`src/rtl/mem_io_bridge_pkg.sv`:
```
// Shared definitions for the CPU data-port bridge: MMIO offsets, STATUS bit
// positions and the address-region decode.
package bridge_pkg;

  localparam logic [1:0] OFF_TX     = 2'd0;
  localparam logic [1:0] OFF_STATUS = 2'd1;
  localparam logic [1:0] OFF_CYCLES = 2'd2;
  localparam logic [1:0] OFF_CTRL   = 2'd3;

  localparam int unsigned ST_EMPTY  = 0;
  localparam int unsigned ST_FULL   = 1;
  localparam int unsigned ST_CNT_LO = 2;
  localparam int unsigned ST_OVF    = 8;

  typedef enum logic [1:0] {
    REG_RAM,
    REG_MMIO,
    REG_NONE
  } region_t;

  // RAM is checked first so an overlapping MMIO window can never shadow RAM.
  function automatic region_t decode_region(input logic [31:0] addr,
                                            input logic [32:0] ram_bytes,
                                            input logic [31:0] mmio_base);
    if ({1'b0, addr} < ram_bytes)        return REG_RAM;
    if (addr[31:4] == mmio_base[31:4])   return REG_MMIO;
    return REG_NONE;
  endfunction

endpackage

```
`src/rtl/mem_io_bridge_if.sv`:
```
// CPU data port, external RAM port and TX byte stream of the bridge.
interface mem_io_bridge_if #(
  parameter int unsigned RAM_AW = 14
);
  logic              MemWrite;
  logic [31:0]       ALUResult;
  logic [31:0]       WriteData;
  logic [31:0]       ReadData;
  logic              ram_we;
  logic [RAM_AW-1:0] ram_addr;
  logic [31:0]       ram_wdata;
  logic [31:0]       ram_rdata;
  logic              tx_valid;
  logic [7:0]        tx_data;
  logic              tx_ready;

  modport master (
    output MemWrite, ALUResult, WriteData, ram_rdata, tx_ready,
    input  ReadData, ram_we, ram_addr, ram_wdata, tx_valid, tx_data
  );

  modport slave (
    input  MemWrite, ALUResult, WriteData, ram_rdata, tx_ready,
    output ReadData, ram_we, ram_addr, ram_wdata, tx_valid, tx_data
  );
endinterface

```
`src/rtl/mem_io_bridge_tx_fifo.sv`:
```
// Byte FIFO for the TX stream; a push while full is still taken when a pop
// frees the head slot in the same cycle.
module tx_fifo #(
  parameter int unsigned DEPTH = 4
) (
  input  logic                     clk,
  input  logic                     reset,
  input  logic                     push,
  input  logic                     pop,
  input  logic [7:0]               din,
  output logic [7:0]               dout,
  output logic                     full,
  output logic                     empty,
  output logic [$clog2(DEPTH):0]   count
);
  localparam int unsigned PW = $clog2(DEPTH);
  localparam int unsigned CW = PW + 1;

  logic [7:0]    mem [DEPTH];
  logic [PW-1:0] head, tail;
  logic          do_push, do_pop;

  assign empty   = (count == '0);
  assign full    = (count == CW'(DEPTH));
  assign do_pop  = pop && !empty;
  assign do_push = push && (!full || do_pop);
  assign dout    = empty ? '0 : mem[head];

  always_ff @(posedge clk) begin
    if (do_push) mem[tail] <= din;
  end

  always_ff @(posedge clk or negedge reset) begin
    if (!reset) begin
      head  <= '0;
      tail  <= '0;
      count <= '0;
    end else begin
      if (do_push) tail <= tail + PW'(1);
      if (do_pop)  head <= head + PW'(1);
      case ({do_push, do_pop})
        2'b10:   count <= count + CW'(1);
        2'b01:   count <= count - CW'(1);
        default: ;
      endcase
    end
  end
endmodule

```
`src/rtl/mem_io_bridge.sv`:
```
// Data-port bridge: decodes CPU loads/stores into the RAM region or the MMIO
// register file (TX FIFO, STATUS, CYCLES, CTRL); loads are combinational.
module mem_io_bridge
  import bridge_pkg::*;
#(
  parameter int unsigned RAM_AW     = 14,
  parameter int unsigned FIFO_DEPTH = 4,
  parameter logic [31:0] MMIO_BASE  = 32'h0001_0000,
  parameter logic [31:0] CYC_RST    = 32'h0000_0000
) (
  input  logic            clk,
  input  logic            reset,
  mem_io_bridge_if.slave  bus,
  output logic            done
);
  localparam logic [32:0] RAM_BYTES = 33'd4 << RAM_AW;
  localparam int unsigned CW        = $clog2(FIFO_DEPTH) + 1;

  region_t       region;
  logic [1:0]    off;
  logic          mmio_we, push_req, pop, ovf_set, ovf_clr;
  logic          fifo_full, fifo_empty, overflow;
  logic [CW-1:0] fifo_count;
  logic [31:0]   cnt_wide, status, cycles;
  logic [2:0]    cnt_sat;

  assign region   = decode_region(bus.ALUResult, RAM_BYTES, MMIO_BASE);
  assign off      = bus.ALUResult[3:2];
  assign mmio_we  = bus.MemWrite && (region == REG_MMIO);
  assign push_req = mmio_we && (off == OFF_TX);
  assign pop      = bus.tx_valid && bus.tx_ready;
  assign ovf_set  = push_req && fifo_full && !pop;
  assign ovf_clr  = mmio_we && (off == OFF_STATUS) && bus.WriteData[ST_OVF];

  assign bus.ram_we    = bus.MemWrite && (region == REG_RAM);
  assign bus.ram_addr  = bus.ALUResult[RAM_AW+1:2];
  assign bus.ram_wdata = bus.WriteData;
  assign bus.tx_valid  = !fifo_empty;

  tx_fifo #(.DEPTH(FIFO_DEPTH)) u_fifo (
    .clk   (clk),
    .reset (reset),
    .push  (push_req),
    .pop   (pop),
    .din   (bus.WriteData[7:0]),
    .dout  (bus.tx_data),
    .full  (fifo_full),
    .empty (fifo_empty),
    .count (fifo_count)
  );

  // Count field is only three bits wide; deeper FIFOs report 7 when fuller.
  assign cnt_wide = 32'(fifo_count);
  assign cnt_sat  = (cnt_wide > 32'd7) ? 3'd7 : cnt_wide[2:0];

  always_comb begin
    status                   = '0;
    status[ST_EMPTY]         = fifo_empty;
    status[ST_FULL]          = fifo_full;
    status[ST_CNT_LO +: 3]   = cnt_sat;
    status[ST_OVF]           = overflow;
  end

  always_comb begin
    bus.ReadData = '0;
    case (region)
      REG_RAM:  bus.ReadData = bus.ram_rdata;
      REG_MMIO: begin
        case (off)
          OFF_STATUS: bus.ReadData = status;
          OFF_CYCLES: bus.ReadData = cycles;
          OFF_CTRL:   bus.ReadData = {31'b0, done};
          default:    bus.ReadData = '0;
        endcase
      end
      default:  bus.ReadData = '0;
    endcase
  end

  always_ff @(posedge clk or negedge reset) begin
    if (!reset) begin
      cycles   <= CYC_RST;
      overflow <= 1'b0;
      done     <= 1'b0;
    end else begin
      if (mmio_we && (off == OFF_CYCLES)) cycles <= '0;
      else                                cycles <= cycles + 32'd1;
      if (ovf_set)      overflow <= 1'b1;
      else if (ovf_clr) overflow <= 1'b0;
      if (mmio_we && (off == OFF_CTRL)) done <= bus.WriteData[0];
    end
  end
endmodule

```
`src/flat_wrapper.sv`:
```
// flat-port wrapper written by rule: the top's interface ports become plain ports
module mem_io_bridge_flat import bridge_pkg::*;
#(
  parameter int unsigned RAM_AW     = 14,
  parameter int unsigned FIFO_DEPTH = 4,
  parameter logic [31:0] MMIO_BASE  = 32'h0001_0000,
  parameter logic [31:0] CYC_RST    = 32'h0000_0000
)
  (clk, reset, done, bus_MemWrite, bus_ALUResult, bus_WriteData, bus_ram_rdata, bus_tx_ready, bus_ReadData, bus_ram_we, bus_ram_addr, bus_ram_wdata, bus_tx_valid, bus_tx_data);
  mem_io_bridge_if #(.RAM_AW(RAM_AW)) bus_i ();
  input  logic clk;
  input  logic reset;
  output logic done;
  input wire logic [$bits(bus_i.MemWrite)-1:0] bus_MemWrite;
  input wire logic [$bits(bus_i.ALUResult)-1:0] bus_ALUResult;
  input wire logic [$bits(bus_i.WriteData)-1:0] bus_WriteData;
  input wire logic [$bits(bus_i.ram_rdata)-1:0] bus_ram_rdata;
  input wire logic [$bits(bus_i.tx_ready)-1:0] bus_tx_ready;
  output wire logic [$bits(bus_i.ReadData)-1:0] bus_ReadData;
  output wire logic [$bits(bus_i.ram_we)-1:0] bus_ram_we;
  output wire logic [$bits(bus_i.ram_addr)-1:0] bus_ram_addr;
  output wire logic [$bits(bus_i.ram_wdata)-1:0] bus_ram_wdata;
  output wire logic [$bits(bus_i.tx_valid)-1:0] bus_tx_valid;
  output wire logic [$bits(bus_i.tx_data)-1:0] bus_tx_data;
  assign bus_i.MemWrite = bus_MemWrite;
  assign bus_i.ALUResult = bus_ALUResult;
  assign bus_i.WriteData = bus_WriteData;
  assign bus_i.ram_rdata = bus_ram_rdata;
  assign bus_i.tx_ready = bus_tx_ready;
  assign bus_ReadData = bus_i.ReadData;
  assign bus_ram_we = bus_i.ram_we;
  assign bus_ram_addr = bus_i.ram_addr;
  assign bus_ram_wdata = bus_i.ram_wdata;
  assign bus_tx_valid = bus_i.tx_valid;
  assign bus_tx_data = bus_i.tx_data;
  mem_io_bridge #(.RAM_AW(RAM_AW), .FIFO_DEPTH(FIFO_DEPTH), .MMIO_BASE(MMIO_BASE), .CYC_RST(CYC_RST)) u_core (.clk(clk), .reset(reset), .bus(bus_i), .done(done));
endmodule
```
`config.mk`:
```
export PLATFORM = sky130hd
export DESIGN_NAME = mem_io_bridge_flat
export DESIGN_NICKNAME = d
export VERILOG_FILES = /design/src/rtl/mem_io_bridge_pkg.sv /design/src/rtl/mem_io_bridge_if.sv /design/src/rtl/mem_io_bridge_tx_fifo.sv /design/src/rtl/mem_io_bridge.sv /design/src/flat_wrapper.sv
export SDC_FILE = /design/constraint.sdc
export NUM_CORES = 1
export LEC_CHECK = 0
export ABC_AREA = 1
export CORE_MARGIN = 5
export CORE_UTILIZATION = 50
export CTS_CLUSTER_DIAMETER = 150
export DETAILED_ROUTE_END_ITERATION = 12
export DONT_BUFFER_PORTS = 1
export PLACE_DENSITY = 0.71
export REMOVE_ABC_BUFFERS = 1
export SYNTH_ARGS = -nofsm -noshare
export SYNTH_HDL_FRONTEND = slang
export SYNTH_SLANG_ARGS = --single-unit
```
`constraint.sdc`:
```
create_clock -name clk -period 4.7 [get_ports clk]
set_input_delay 0.47 -clock clk [delete_from_list [all_inputs] [get_ports clk]]
set_output_delay 0.47 -clock clk [all_outputs]
set_load 0.005 [all_outputs]
```
==> flow_summary.toml <==
[run_status]
status = "completed"

[setup_path]
crit_arrival_ns = 1.95
path_cells = "nor2_1 -> nand2_1 -> nor2_1 -> nand2_1 -> inv_1 -> nand2_1 -> o21ai_0"
cp-start-kind = "primary input"
slowest_stage = "inv_1"
cp.required_ns = 4.23
crit_buf_inv = 1
timing.critical_path.mode_cell = "nand2_1"
critical_path.top_delay_family = "buffers and inverters"
setup.worst_path.end = "bus_ReadData[0]"
slowest_delay_ns = 0.68
crit_path_end_kind = "output port"
r2r_start = "u_core.u_fifo.count[0]$_DFFE_PN0P_"
reg2regPathDepth = 9
r2r-end = "u_core.u_fifo.count[2]$_DFFE_PN0P_"
r2r_slack_ns = 2.53
crit_cells = 7
crit_path_max_fanout = 32
path_class = "primary input to output port"
startpoint = "bus_ALUResult[19]"

[floorplan]
rows = 36
die_h_um = 109
initial_utilization_pct = 50.6
die_area_um2 = 11800
coreArea_um2 = 9640
dieWidth_um = 109
io_pins = 189

[global_route]
grt_overflow = 0
grtUsageTotal_pct = 21.0
antenna_found_initial = 0
first_global_vias = 3740
grt_max_degree = 42
grt_pass1_wl_um = 18800

[pwr]
p_sw_share_pct = 31.6
power.switching_mw = 0.479
p_seq_share_pct = 49.1
power_density_nw_per_um2 = 312
p_leak_nw = 2.16
combinationalPowerShare_pct = 18.7
p_int_mw = 1.03
pwr-share-clk_pct = 32.1
vdd_ir_drop_max_mv = 0.162

[timing]
fmax_mhz = 413
relSlewSlack_pct = 37.1
tightest_slew_ns = 0.943
rsz0062_at_grt = "no"
setup_viol = 0
post-route-min-period_ns = 2.42
setup_ws_ns = 2.28
finalSetupTns_ns = 0
hold_viol_final = 0
finalCritPeriodShare_pct = 51.5
drv_slew = 0
finClkSkew_ns = 0.00943

[yosys]
synth_warnings = 0
synth.avg_cell_area_um2 = 7.88
async_flop_share_pct = 56.2
syn_inst = 619
yosys.cell_types.count = 42
synth_flop_cell = "dfrtp_1"
yosys_register_bits = 73
ys_seq_area_share_pct = 40.8
synth_edf_count = 32
synth_area_um2 = 4870

[placement]
globalplace.congestion = 0.855
dp.cells = 694
dpl_worst_slack_ns = 2.09
placed_cell_area_um2 = 4620
place_hpwl_um = 9240
io_buffers = 0

[job]
maxCapViolCount = 0

[routing]
num_vias = 3780
ant_nets = 0
dr.pass1.iters = 6
wl_um = 12100
routedWlPerCell_um = 17.0
drc = 0
vias_per_cell = 5.31
drt-initial-drc-count = 230

[clock_network]
h-tree-depth = 3
clk-insertion-delay-late_ns = 0.35
cts_buffer_depth = 2
cts_root_buffer = "clkbuf_8"
clkSinkCount = 73
clk_pin_slew_ns = 0.08
cts_tree = "yes"
numCtsBuffers = 9

[layout]
synthToLayoutAreaGrowth_pct = -0.539
final-instance-count-excl-fill = 712
diodes = 0
nNetsFinal = 681
mostFrequentLayoutCells = "nand2_1 (134), nor2_1 (91), inv_1 (79)"
drive_gt1_share_pct = 10.4
final_area_um2 = 4850
final_common_cell = "nand2_1"

[worst_hold_path]
hp-start = "bus_WriteData[0]"
hold_class = "primary input to flop"
how the worst min path moves through the flow:
stage / cells past startpoint / endpoint
detailed placement: 0 / u_core.cycles[17]$_DFF_PN0_
floorplan: 0 / u_core.cycles[0]$_DFF_PN0_
CTS: 0 / u_core.u_fifo.mem[1][2]$_DFFE_PP_
global route: 0 / u_core.u_fifo.mem[3][5]$_DFFE_PP_
finish: 0 / u_core.u_fifo.mem[0][0]$_DFFE_PP_
global placement: 0 / u_core.cycles[17]$_DFF_PN0_
metal layers:
layer	up-vias	share of wire (%)	track usage, %
met5	-	0	1.79
met4	0	1.7	5.59
met3	19	11	11.3
met2	153	46	32.1
met1	1780	42	25.9
li1	1828	-	-
logic make-up after synthesis:
logic type	share of synthesized area, %
buffers and inverters	15.3
AO/OA/AOI/OAI	8.32
adder cells (fa/ha/maj)	1.95
AND/OR/NAND/NOR	29.9
flip-flops	40.8
XOR/XNOR	3.77
synth_stat cells, drive strengths merged, types with 6 or more instances:
library cell / instances / share of area, %
a21oi: 11 / 1.2
buf: 57 / 8.6
dfrtp: 41 / 21
edfxtp: 32 / 20
ha: 6 / 1.5
inv: 84 / 6.5
nand2: 145 / 12
nand3: 25 / 3.4
nand4: 9 / 1.2
nor2: 104 / 9.6
nor3: 17 / 2.5
o21ai: 36 / 3.7
o31ai: 14 / 2.5
xor2: 19 / 3.4
power groups by stage:
| stage | clock network (mW) | registers, mW | logic, mW |
|---|---|---|---|
| detailed placement | 0 | 0.757 | 0.275 |
| global placement | 0 | 0.755 | 0.262 |
| global route | 0.533 | 0.747 | 0.319 |
| CTS | 0.499 | 0.743 | 0.287 |
| floorplan | 0 | 0.738 | 0.210 |
| finish | 0.487 | 0.744 | 0.284 |
timing repair:
| action | CTS | global route |
|---|---|---|
| resized for setup | 0 | 0 |
| endpoints found under the hold margin | 41 | 0 |
| setup buffers | 0 | 0 |
| hold buffers | 2 | 0 |
flip-flops by register name (all words and copies together), names as in the netlist:
name / cells
u_core.cycles: 32
u_core.u_fifo.mem: 32
u_core.u_fifo.count: 3
u_core.u_fifo.head: 2
u_core.u_fifo.tail: 2
u_core.done: 1
u_core.overflow: 1
per-stage QoR:
step	util [%]	power, mW	hold slack [ns]
finish	50.3	1.51	0.216
global route	50.3	1.60	0.175
CTS	50.3	1.53	0.200
detailed placement	48.0	1.03	0.176
global placement	48.0	1.02	0.176
floorplan	-	0.948	0.174
cell type report:
class	instances	area [um2]
fillers	977	4790
multi-input cells	401	2140
flip-flops and latches	73	1990
inverters	86	323
well taps	133	166
clock buffers	10	128
clock inverters	6	67.6
repair buffers	3	37.5
(Power assumes the default switching activity.)
